## config.mk

```make
export PLATFORM = sky130hd
export DESIGN_NAME = v2f_seq_divmod
export DESIGN_NICKNAME = d
export VERILOG_FILES = /design/src/rtl/v2f_seq_divmod.sv
export SDC_FILE = /design/constraint.sdc
export NUM_CORES = 1
export LEC_CHECK = 0
export CORE_ASPECT_RATIO = 1.75
export CORE_UTILIZATION = 50
export CTS_CLUSTER_SIZE = 40
export DETAILED_ROUTE_END_ITERATION = 10
export GPL_TIMING_DRIVEN = 1
export MAX_ROUTING_LAYER = met4
export PLACE_DENSITY = 0.81
export SKIP_LAST_GASP = 1
export SLEW_MARGIN = 20
export SYNTH_ARGS = -nofsm -noshare
export SYNTH_HDL_FRONTEND = slang
export SYNTH_SLANG_ARGS = --single-unit
```

## constraint.sdc

```tcl
create_clock -name CLK -period 2.8 [get_ports CLK]
set_clock_uncertainty 0.1 [all_clocks]
set_input_delay 0.42 -clock CLK [delete_from_list [all_inputs] [get_ports CLK]]
set_output_delay 0.42 -clock CLK [all_outputs]
set_load 0.05 [all_outputs]
```

## src/rtl/v2f_seq_divmod.sv

```systemverilog
// Sequential restoring divider: one quotient bit per clock, unsigned WIDTH-bit
// quotient and remainder with valid/ready handshakes on input and output.
module v2f_seq_divmod #(
   parameter int WIDTH = 64
) (
   input  logic             CLK,
   input  logic             SRST,
   input  logic             in_valid,
   output logic             in_ready,
   input  logic [WIDTH-1:0] N,
   input  logic [WIDTH-1:0] D,
   output logic             out_valid,
   input  logic             out_ready,
   output logic [WIDTH-1:0] Q,
   output logic [WIDTH-1:0] R,
   output logic             div_zero
);

   localparam int CW = $clog2(WIDTH + 1);

   typedef enum logic [1:0] {
      IDLE,
      RUN,
      DONE
   } state_t;

   state_t           state_reg;
   state_t           state_next;

   logic [WIDTH-1:0] dvd_reg;
   logic [WIDTH-1:0] dvs_reg;
   logic [WIDTH-1:0] rem_reg;
   logic [CW-1:0]    count_reg;
   logic             zero_reg;
   logic [WIDTH-1:0] q_reg;
   logic [WIDTH-1:0] r_reg;
   logic             dz_reg;

   logic             accept;
   logic             last_step;
   logic [WIDTH:0]   trial;
   logic             trial_ge;
   logic [WIDTH-1:0] trial_diff;
   logic [WIDTH-1:0] rem_step;
   logic [WIDTH-1:0] dvd_step;

   // The carry-out bit of trial takes part in the compare; once trial >= D the
   // true difference is below D, so the low WIDTH bits of the subtraction suffice.
   always_comb begin
      trial      = {rem_reg, dvd_reg[WIDTH-1]};
      trial_ge   = (trial >= {1'b0, dvs_reg});
      trial_diff = trial[WIDTH-1:0] - dvs_reg;
      rem_step   = trial_ge ? trial_diff : trial[WIDTH-1:0];
      dvd_step   = {dvd_reg[WIDTH-2:0], trial_ge};
   end

   always_comb begin
      state_next = state_reg;
      in_ready   = 1'b0;
      out_valid  = 1'b0;
      accept     = 1'b0;
      last_step  = 1'b0;
      case (state_reg)
         IDLE: begin
            in_ready = ~SRST;
            if (in_valid && !SRST) begin
               accept     = 1'b1;
               state_next = RUN;
            end
         end
         RUN: begin
            // A zero divisor spends a single RUN cycle so its result lands one edge after accept.
            last_step = zero_reg || (count_reg == CW'(1));
            if (last_step) begin
               state_next = DONE;
            end
         end
         DONE: begin
            out_valid = 1'b1;
            if (out_ready) begin
               state_next = IDLE;
            end
         end
         default: begin
            state_next = IDLE;
         end
      endcase
   end

   always_ff @(posedge CLK) begin
      if (SRST) begin
         state_reg <= IDLE;
         dvd_reg   <= '0;
         dvs_reg   <= '0;
         rem_reg   <= '0;
         count_reg <= '0;
         zero_reg  <= 1'b0;
         q_reg     <= '0;
         r_reg     <= '0;
         dz_reg    <= 1'b0;
      end else begin
         state_reg <= state_next;
         if (accept) begin
            dvd_reg   <= N;
            dvs_reg   <= D;
            rem_reg   <= '0;
            count_reg <= CW'(WIDTH);
            zero_reg  <= (D == '0);
         end else if (state_reg == RUN) begin
            if (zero_reg) begin
               q_reg  <= '1;
               r_reg  <= dvd_reg;
               dz_reg <= 1'b1;
            end else begin
               rem_reg   <= rem_step;
               dvd_reg   <= dvd_step;
               count_reg <= count_reg - CW'(1);
               if (last_step) begin
                  q_reg  <= dvd_step;
                  r_reg  <= rem_step;
                  dz_reg <= 1'b0;
               end
            end
         end
      end
   end

   assign Q        = q_reg;
   assign R        = r_reg;
   assign div_zero = dz_reg;

endmodule
```

==> results of run 1 <==
-- per-layer routing --
metal  GRT overflow  global-route usage, %
met1              0                  44.54
met2              0                  79.54
met3              1                  15.26
met4              4                  54.17
met5              -                      -
-- kinds of logic after synthesis --
logic type               synth area share, %
AND/OR/NAND/NOR                        17.17
AO/OA/AOI/OAI                          27.40
adder cells (fa/ha/maj)                4.914
buffers and inverters                  6.070
XOR/XNOR                               3.104
multiplexers                           2.849
flip-flops                             38.50
-- repair_timing --
item	CTS
gates cloned	6
buffers inserted	43
resized for setup	316
pin swaps	140
setup endpoints to repair	130
-- through the flow --
step / std cells / hold slack (ns)
3_5_place_dp: 3111 / 0.3477
3_3_place_gp: 3111 / 0.3434
4_1_cts: 3211 / 0.1849
2_1_floorplan: 2178 / 0.3347
==> flow_metrics.tcl, run 1 <==
set metrics [dict create \
    numCtsBuffers 30 \
    synth_edf_count 0 \
    rows 89 \
    overflow 5 \
    place_congestion 1.065 \
    syn-cell-area_um2 17210 \
    placed_area_um2 22990 \
    netlist_top_cells_count "dfxtp_1, a21oi_1, nand2_1" \
    ys_ff_latch 331 \
    ys_types 75 \
    yosysWarnings 0 \
    synthesis.nets 2377 \
    cts_sinks 331 \
    track_usage_pct 49.71 \
    synth_area_leaders "dfxtp_1, a21oi_1, nand2_1" \
    port_buffers 262 \
    grt_max_degree 122 \
    root_buffer "clkbuf_16" \
    grt_pass1_wl_mm 127.9 \
    grt_pass1_vias 22237 \
    ys_seq_area_share_pct 38.50 \
    pre_cts_ws_ns -0.7579 \
    die_h_um 247.4 \
    dp_hpwl_mm 55.32 \
    cts_hold_buf 0 \
    clockBufferDepth 3 \
    ioPinCount 263 \
    status "stopped before the end" \
    syn_inst 2178 \
    cts_max_level 1 \
    die_width_um 142.3 \
    stop_stage "global routing" \
    stop_error "[ERROR GRT-0116] Global routing finished with congestion. Check the congestion regions in the DRC Viewer." \
    synth_area_leader_cell "dfxtp_1" \
    yosysMostFrequentCell "dfxtp_1" \
    yosys.area.top_type_share_pct 38.50 \
    synth.avg_cell_area_um2 7.903 \
    start_util_pct 50.85 \
    synthArstFlopShare_pct 0 \
    synth_flop_cell "dfxtp_1" \
]
==> run 2: changes to the inputs <==
--- a/config.mk
+++ b/config.mk
@@ -5,13 +5,10 @@
 export SDC_FILE = /design/constraint.sdc
 export NUM_CORES = 1
 export LEC_CHECK = 0
-export CORE_ASPECT_RATIO = 1.75
-export CORE_UTILIZATION = 50
-export CTS_CLUSTER_SIZE = 40
+export CORE_UTILIZATION = 40
 export DETAILED_ROUTE_END_ITERATION = 10
 export GPL_TIMING_DRIVEN = 1
-export MAX_ROUTING_LAYER = met4
-export PLACE_DENSITY = 0.81
+export PLACE_DENSITY_LB_ADDON = 0.15
 export SKIP_LAST_GASP = 1
 export SLEW_MARGIN = 20
 export SYNTH_ARGS = -nofsm -noshare
==> constraint.sdc (replaced) <==
create_clock -name CLK -period 3.6 [get_ports CLK]
set_clock_uncertainty 0.1 [all_clocks]
set_input_delay 0.54 -clock CLK [delete_from_list [all_inputs] [get_ports CLK]]
set_output_delay 0.54 -clock CLK [all_outputs]
set_load 0.05 [all_outputs]
==> flow_metrics.tcl, run 2 <==
set metrics [dict create \
    dr.pass1.iters 5 \
    root_buffer "clkbuf_16" \
    powerDensity_nw_per_um2 1063 \
    grt_max_degree 198 \
    vias_per_cell 5.806 \
    yosysWarnings 0 \
    syn-cell-area_um2 17210 \
    synth_area_leader_cell "dfxtp_1" \
    ys_types 75 \
    synth_edf_count 0 \
    cts_max_level 2 \
    p_clk_share_pct 16.5 \
    syn_inst 2178 \
    worstSetupPathType "flip-flop to flip-flop" \
    ff2ff_path_depth 14 \
    numCtsBuffers 37 \
    track_usage_pct 29.67 \
    detail-route-antenna-nets 0 \
    fp.dieArea_um2 43870 \
    hp-class "input port to flip-flop" \
    synth_flop_cell "dfxtp_1" \
    core_area_um2 42230 \
    place_congestion 0.9421 \
    dp_hpwl_mm 49.61 \
    leakage_nw 8.700 \
    drt-initial-drc-count 1374 \
    cts_tree "done" \
    wl_per_cell_um 22.25 \
    p_comb_share_pct 64.3 \
    port_buffers 262 \
    worstPathRequired_ns 3.90 \
    layout_setup_ws_ns 0.07627 \
    routed_wl_mm 66.84 \
    clock_latency_ns 0.57 \
    antenna_found_initial 2 \
    synth.avg_cell_area_um2 7.903 \
    hold_depth 2 \
    finalNonFillerCells 3004 \
    fillers 4034 \
    fmax_mhz 283.8 \
    vias 17440 \
    layout_common_cells "dfxtp_1, a21oi_1, nand2_1, clkdlybuf4s50_1, nor2_1" \
    cts_sinks 331 \
    area_growth_pct 31.16 \
    die_h_um 209.4 \
    fin_crit_ns 3.524 \
    power.total_mw 23.99 \
    tightestPinTransition_ns 1.112 \
    netlist_top_cells_count "dfxtp_1, a21oi_1, nand2_1" \
    post-route-period-util_pct 97.88 \
    cts_hold_buf 0 \
    rows 75 \
    yosys.area.top_type_share_pct 38.50 \
    clk_pin_slew_ns 0.06 \
    start_util_pct 40.76 \
    ioPinCount 263 \
    die_width_um 209.4 \
    critPathMaxFanout 8 \
    setup_tns_ns 0 \
    cap_violations 0 \
    power.share.sequential_pct 19.2 \
    finalHoldViolCount 0 \
    endpoint_kind "flip-flop" \
    overflow 0 \
    drc_errors 0 \
    slew-limit-headroom_pct 25.89 \
    synthArstFlopShare_pct 0 \
    clockBufferDepth 3 \
    grt_setup_unrepaired "true" \
    synth_area_leaders "dfxtp_1, a21oi_1, nand2_1" \
    layout_commonest_cell "dfxtp_1" \
    n_antenna_cell 0 \
    slew_viol_final 0 \
    report.final.setup_viol 0 \
    placed_cells 2929 \
    grt_pass1_wl_mm 100.3 \
    pre_cts_ws_ns -0.03824 \
    p_sw_mw 11.05 \
    ys_ff_latch 331 \
    yosysMostFrequentCell "dfxtp_1" \
    startpoint_type "flip-flop" \
    final_nets 2635 \
    status "complete, no violations" \
    internal-power_mw 12.94 \
    swShare_pct 46.06 \
    arrival_ns 3.82 \
    max-vdd-ir-drop_uv 733.6 \
    synthesis.nets 2377 \
    ys_seq_area_share_pct 38.50 \
    grt_pass1_vias 17002 \
    layout-drive-gt1-share_pct 10.59 \
]
-- run 2: cell counts after synthesis --
No cell type changed its count.
-- run 2: worst paths after layout --
kind                             startpoint           end  slack, ns
worst max register to register  dvs_reg[30]         R[26]       0.08
worst max-delay path            dvs_reg[30]         R[26]       0.08
worst min register to register  dvs_reg[30]   dvs_reg[30]       0.35
worst min-delay path                   SRST  state_reg[1]       0.17
-- run 2: power groups by stage --
stage / registers, mW / clock network, mW / logic, mW
detailed placement: 4.66 / 0 / 13.7
global placement: 4.66 / 0 / 13.7
global route: 4.63 / 4.19 / 16.4
finish: 4.61 / 3.97 / 15.4
floorplan: 4.68 / 0 / 8.48
CTS: 4.59 / 4.04 / 13.8
-- run 2: cell type report --
class / instances / area, um^2 / area share [%]
Sequential cell: 331 / 6629 / 29.36
Tap cell: 539 / 674.4 / 2.987
Multi-Input combinational cell: 1585 / 9910 / 43.89
Inverter: 97 / 364.1 / 1.613
Timing Repair Buffer: 384 / 3724 / 16.49
Clock buffer: 56 / 1109 / 4.910
Clock inverter: 12 / 167.7 / 0.7426
-- run 2: logic make-up (layout without fill, tap and decap cells) --
group,after synthesis,in the layout,synth area share [%]
fa+ha+maj,67,67,4.914
xor+xnor,61,61,3.104
compound gates,770,770,27.40
simple gates,638,638,17.17
flops,331,331,38.50
mux,49,49,2.849
buf+inv,262,549,6.070
-- run 2: through the flow --
step                      area, um^2  hold WS [ns]  utilization, %
final                          22580        0.1716           53.46
after global routing           22580        0.1659           53.46
after CTS                      22140        0.1606           52.44
after detailed placement       20870        0.3465           49.41
after global placement         20870        0.3441           49.41
after floorplan                17210        0.3363               -
-- run 2: metal layers --
metal,wire length [um],vias up,track usage [%]
li1,-,8398,-
met2,33790,555,53.49
met5,27,-,0
met4,3303,4,13.69
met1,26420,8338,34.59
met3,3305,145,4.220
-- run 2: critical path: stages (launching register included) --
cell and delay (ns):
dfxtp_1 0.32, inv_1 0.09, ha_1 0.32, nand4_1 0.09, buf_4 0.17, nor4_4 0.28
nand3_2 0.16, o41ai_4 0.38, or2_4 0.23, o211ai_4 0.11, and4_4 0.19, nor2_8 0.25
buf_12 0.19, mux2i_1 0.32, o22ai_1 0.14
-- run 2: timing repair --
item	4_1_cts	5_1_grt
pin swaps	0	14
gates cloned	0	2
setup buffers	0	5
resized for setup	1	67
endpoints found under the setup margin	2	109
No activity file was read; power rests on OpenSTA's default activity.
==> patch 1 (config.mk and constraints of run 2) <==
`WIDTH`: 64 -> 32.
--- a/src/rtl/v2f_seq_divmod.sv
+++ b/src/rtl/v2f_seq_divmod.sv
@@ -3,3 +3,3 @@
 module v2f_seq_divmod #(
-   parameter int WIDTH = 64
+   parameter int WIDTH = 32
 ) (
Ports: changed (resized D, N, Q and R); port bits go from 263 to 135. No check against the original RTL was run, so the function may have changed too.
==> patch 1 against run 2 <==
Clock power decreased by 54%; worst setup slack improved by 370 ps; count of clock-buffer cells in the layout fell by 39; area after synthesis down 48%; power shrank 61%; combinational power fell by 66%; final area decreased by 51%; hold slack better by 180 ps; largest cell class unchanged; routed wire length fell by 59%; sequential share of layout area is 1.7 points higher; sequential cell count shrank 161; sequential power down 50%.
==> patch 1: results (changes against run 2) <==
Critical path's slowest cell: fa_1 (was o41ai_4)
Share of the synthesized area in the top cell type: 38.1% (was 38.5%)
Internal power: 0.00498 W (was 0.0129 W)
Synth Area in Adders: 4.98% (was 4.91%)
Avg WL per Cell: 17.9 um (was 22.3 um)
Synth cell types: 71 (was 75)
Routability Congestion: 0.956 (was 0.942)
Area after DPL: 10400 um2 (was 20900 um2)
Crit path max-delay family: compound AO/OA/AOI/OAI gates (was simple AND/OR/NAND/NOR gates)
GRT Util Overall: 24.4% (was 29.7%)
Clk. pwr: 0.00181 W (was 0.00397 W)
Top cells by area, synth: dfxtp_1, nand2_1, a21oi_1, ha_1, nor2_1 (was dfxtp_1, a21oi_1, nand2_1, ha_1, o22ai_1)
Post-synthesis sequential area ratio: 38.1% (was 38.5%)
Slew @ Worst Pin: 676 ps (was 1110 ps)
Final min period: 3160 ps (was 3520 ps)
Layout cell share with drive strength beyond 1: 6.02% (was 10.6%)
Max H-tree Level: 4 (was 2)
First-pass GRT wire length: 43700 um (was 100000 um)
Pin count of the biggest net entering global routing: 142 (was 198)
Status: finished, final reports clean (unchanged)
End of the worst register-to-register path: rem_reg[24] (was R[26])
DP Worst Slack: 502 ps (was -38.2 ps)
Vias in the first global route: 8260 (was 17.0k)
Placed Cells: 1494 (was 2929)
Crit-path max cell delay: 410 ps (was 380 ps)
Worst-path maximum fanout: 3 (was 8)
Xor and xnor area share after synthesis: 2.74% (was 3.10%)
Max VDD drop: 0.891 mV (was 0.734 mV)
Maximum clock path buffer count: 2 (was 3)
Nets: 1336 (was 2635)
FILL cells: 2187 (was 4034)
Final hold slack: 355 ps (was 172 ps)
## patch 1: cell count changes after synthesis, sizes merged, moves of 38 or more
cell,change
inv,-54
dfxtp,-161
a21oi,-196
o22ai,-72
o21ai,-69
clkbuf,-68
nand2,-92
and3,-49
mux2i,-38
## patch 1: kinds of logic after synthesis
group / after synthesis
AOI/OAI and AO/OA: 351
xor gates and xnor gates: 28
adders and majority gates: 35
buffers and inverters: 129
DFF: 170
muxes: 14
and+or+nand+nor: 419
## patch 1: routing by layer
| layer | global-route usage, % | routed length, um | vias to the layer above |
|---|---|---|---|
| li1 | - | - | 4229 |
| met1 | 31.0 | 11800 | 4075 |
| met2 | 42.5 | 13800 | 202 |
| met3 | 3.41 | 993 | 41 |
| met4 | 7.72 | 668 | 0 |
| met5 | 0 | 0 | - |
## patch 1: area by class of cell
type	instances	area share [%]
Clock inverter	14	1.40
Sequential cell	170	31.1
Clock buffer	17	3.88
Inverter	43	1.47
Tap cell	280	3.20
Multi-Input combinational cell	847	45.2
Timing Repair Buffer	154	13.8
==> patch 2 (settings of run 2) <==
Made on the original files. The 3 states of `state_t` get a one-hot encoding in 3 bits.
--- a/src/rtl/v2f_seq_divmod.sv
+++ b/src/rtl/v2f_seq_divmod.sv
@@ -20,6 +20,6 @@
 
-   typedef enum logic [1:0] {
-      IDLE,
-      RUN,
-      DONE
+   typedef enum logic [2:0] {
+      IDLE = 3'b001,
+      RUN  = 3'b010,
+      DONE = 3'b100
    } state_t;
Function: no difference found for any inputs over 4 cycles, from zero or initial values and one cycle with SRST high; so few cycles prove little.
==> patch 2 against run 2 <==
Routed wire length shrank 3.9%; sequential cell count grew 1; area after synthesis decreased by 0.71%; final area decreased by 0.14%; critical path type unchanged; hold slack improved by 38 ps; global-route usage down 1.1 points; first-iteration DRC count increased by 19%; die area fell by 0.70%; via count up 0.11%; critical endpoint is now rem_reg[62]; worst setup slack better by 20 ps; maximum frequency increased by 0.56%.
Power is not compared: it rests on default switching activity, and its combinational part moved more than twofold at a synthesized area within 25%.
==> patch 2: results (changes against run 2) <==
Vias in the first global route: 16.3k (was 17.0k)
Maximum clock path buffer count: 3 (unchanged)
Leak Pwr: 8.80 nW
Max H-tree Level: 2 (unchanged)
Routability Congestion: 0.962 (was 0.942)
CTS buffer count: 39 (was 37)
Number of I/O port buffers: 262 (unchanged)
Antenna cells: 0 (unchanged)
Synth cell types: 70 (was 75)
FILL cells: 4052 (was 4034)
Met2 GRT Util: 39.6% (was 53.5%)
Crit. Startpoint: rem_reg[10] (was dvs_reg[30])
Worst-path maximum fanout: 11 (was 8)
Max-cap violations: 0 (unchanged)
Slew @ Worst Pin: 977 ps (was 1110 ps)
WL final: 64200 um (was 66800 um)
Clock Buffer Count: 54 (was 56)
Synth cell count leaders: dfxtp_1, a21oi_1, nand2_1 (unchanged)
First-pass GRT wire length: 97300 um (was 100000 um)
Nonclk inv count: 91 (was 97)
Pin count of the biggest net entering global routing: 187 (was 198)
GR Util met3: 5.50% (was 4.22%)
Layout cell share with drive strength beyond 1: 10.9% (was 10.6%)
Hpwl dp: 46400 um (was 49600 um)
DP Worst Slack: -110 ps (was -38.2 ps)
Post-synthesis sequential area ratio: 38.9% (was 38.5%)
End of the worst register-to-register path: rem_reg[62] (was R[26])
Multi-input logic area: 9650 um2 (was 9910 um2)
Area after DPL: 20900 um2 (about the same)
Hold wc startpoint: SRST (unchanged)
Hold Path End: Q[1] (was state_reg[1])
Avg WL per Cell: 21.3 um (was 22.3 um)
Seq cells post-synth: 332 (was 331)
Clk cell area share: 5.80% (was 5.65%)
Met1 GRT Util: 44.3% (was 34.6%)
Antenna violations before repair: 0 (was 2)
Final hold slack: 210 ps (was 172 ps)
Placed Cells: 2933 (was 2929)
Multi-input gates: 1569 (was 1585)
Worst-Skew Late Latency: 570 ps (about the same)
Status: finished, final reports clean (unchanged)
Routed via count: 17.5k (was 17.4k)
Mapped Nets: 2356 (was 2377)
GRT Util Overall: 28.6% (was 29.7%)
CP arrival: 3900 ps (was 3820 ps)
R2R Setup Slk: 100 ps (was 80 ps)
Top cells by area, synth: dfxtp_1, a21oi_1, ha_1, nand2_1, o22ai_1 (was dfxtp_1, a21oi_1, nand2_1, ha_1, o22ai_1)
Nets: 2644 (was 2635)
Storage element area: 6650 um2 (was 6630 um2)
Max VDD drop: 0.329 mV
Drt pass-1 iters: 5 (unchanged)
Fmax: 0.285 GHz (was 0.284 GHz)
NonClk Buf Share: 17.4% (was 16.5%)
Post-Synthesis Cells: 2157 (was 2178)
Reg2Reg Depth: 13 (was 14)
CP endpoint kind: flip-flop (unchanged)
Plain + repair buffers: 412 (was 384)
1st-iter DRT viols: 1632 (was 1374)
==> patch 2: cell types whose count changed after synthesis, sizes merged, moves of 13 or more <==
cell,run 2,this run
a211oi,18,39
a21oi,324,259
buf,31,17
clkbuf,134,148
mux2i,49,20
nand2,276,220
nand2b,8,21
nor2,144,180
o31ai,7,66
==> patch 2: cell families after synthesis <==
| kind of cell | synth area share, % |
|---|---|
| AOI/OAI and AO/OA | 28.3 |
| xor gates and xnor gates | 2.87 |
| adders and majority gates | 4.95 |
| buffers and inverters | 5.90 |
| DFF | 38.9 |
| muxes | 1.37 |
| and+or+nand+nor | 17.8 |
==> patch 2: timing repair <==
item,in CTS,in global routing
setup buffers,4,5
hold endpoints to repair,0,0
resized for setup,3,43
cloned,0,1
pin swaps,2,10
setup endpoints to repair,44,110
==> patch 2: critical path: stages, from the launching register on <==
cell,delay (ps)
dfxtp_1,410
ha_1,340
a21oi_2,190
a21oi_1,80
a211o_1,320
o2111ai_4,250
a2111o_1,270
a21oi_4,90
or3_4,400
buf_6,180
buf_12,150
and3_1,180
mux2_2,280
a211oi_2,180
==> patch 2: power by group <==
group | switching [W] | internal (W)
Sequential | 0.0000845 | 0.00379
Clock | 0.00167 | 0.00241
Combinational | 0.00136 | 0.000970
Total | 0.00312 | 0.00717
==> patch 2: routing by layer <==
| metal | up-vias | wire (um) |
|---|---|---|
| li1 | 8452 | - |
| met1 | 8297 | 31700 |
| met2 | 640 | 25900 |
| met3 | 71 | 5480 |
| met4 | 0 | 1170 |
| met5 | - | 0 |
==> patch 2: metrics by stage <==
stage          total power, W  utilization [%]
2_1_floorplan         0.00520                -
3_3_place_gp          0.00614             49.8
3_5_place_dp          0.00613             49.8
4_1_cts                0.0102             53.0
5_1_grt                0.0107             53.6
6_report               0.0103             53.6
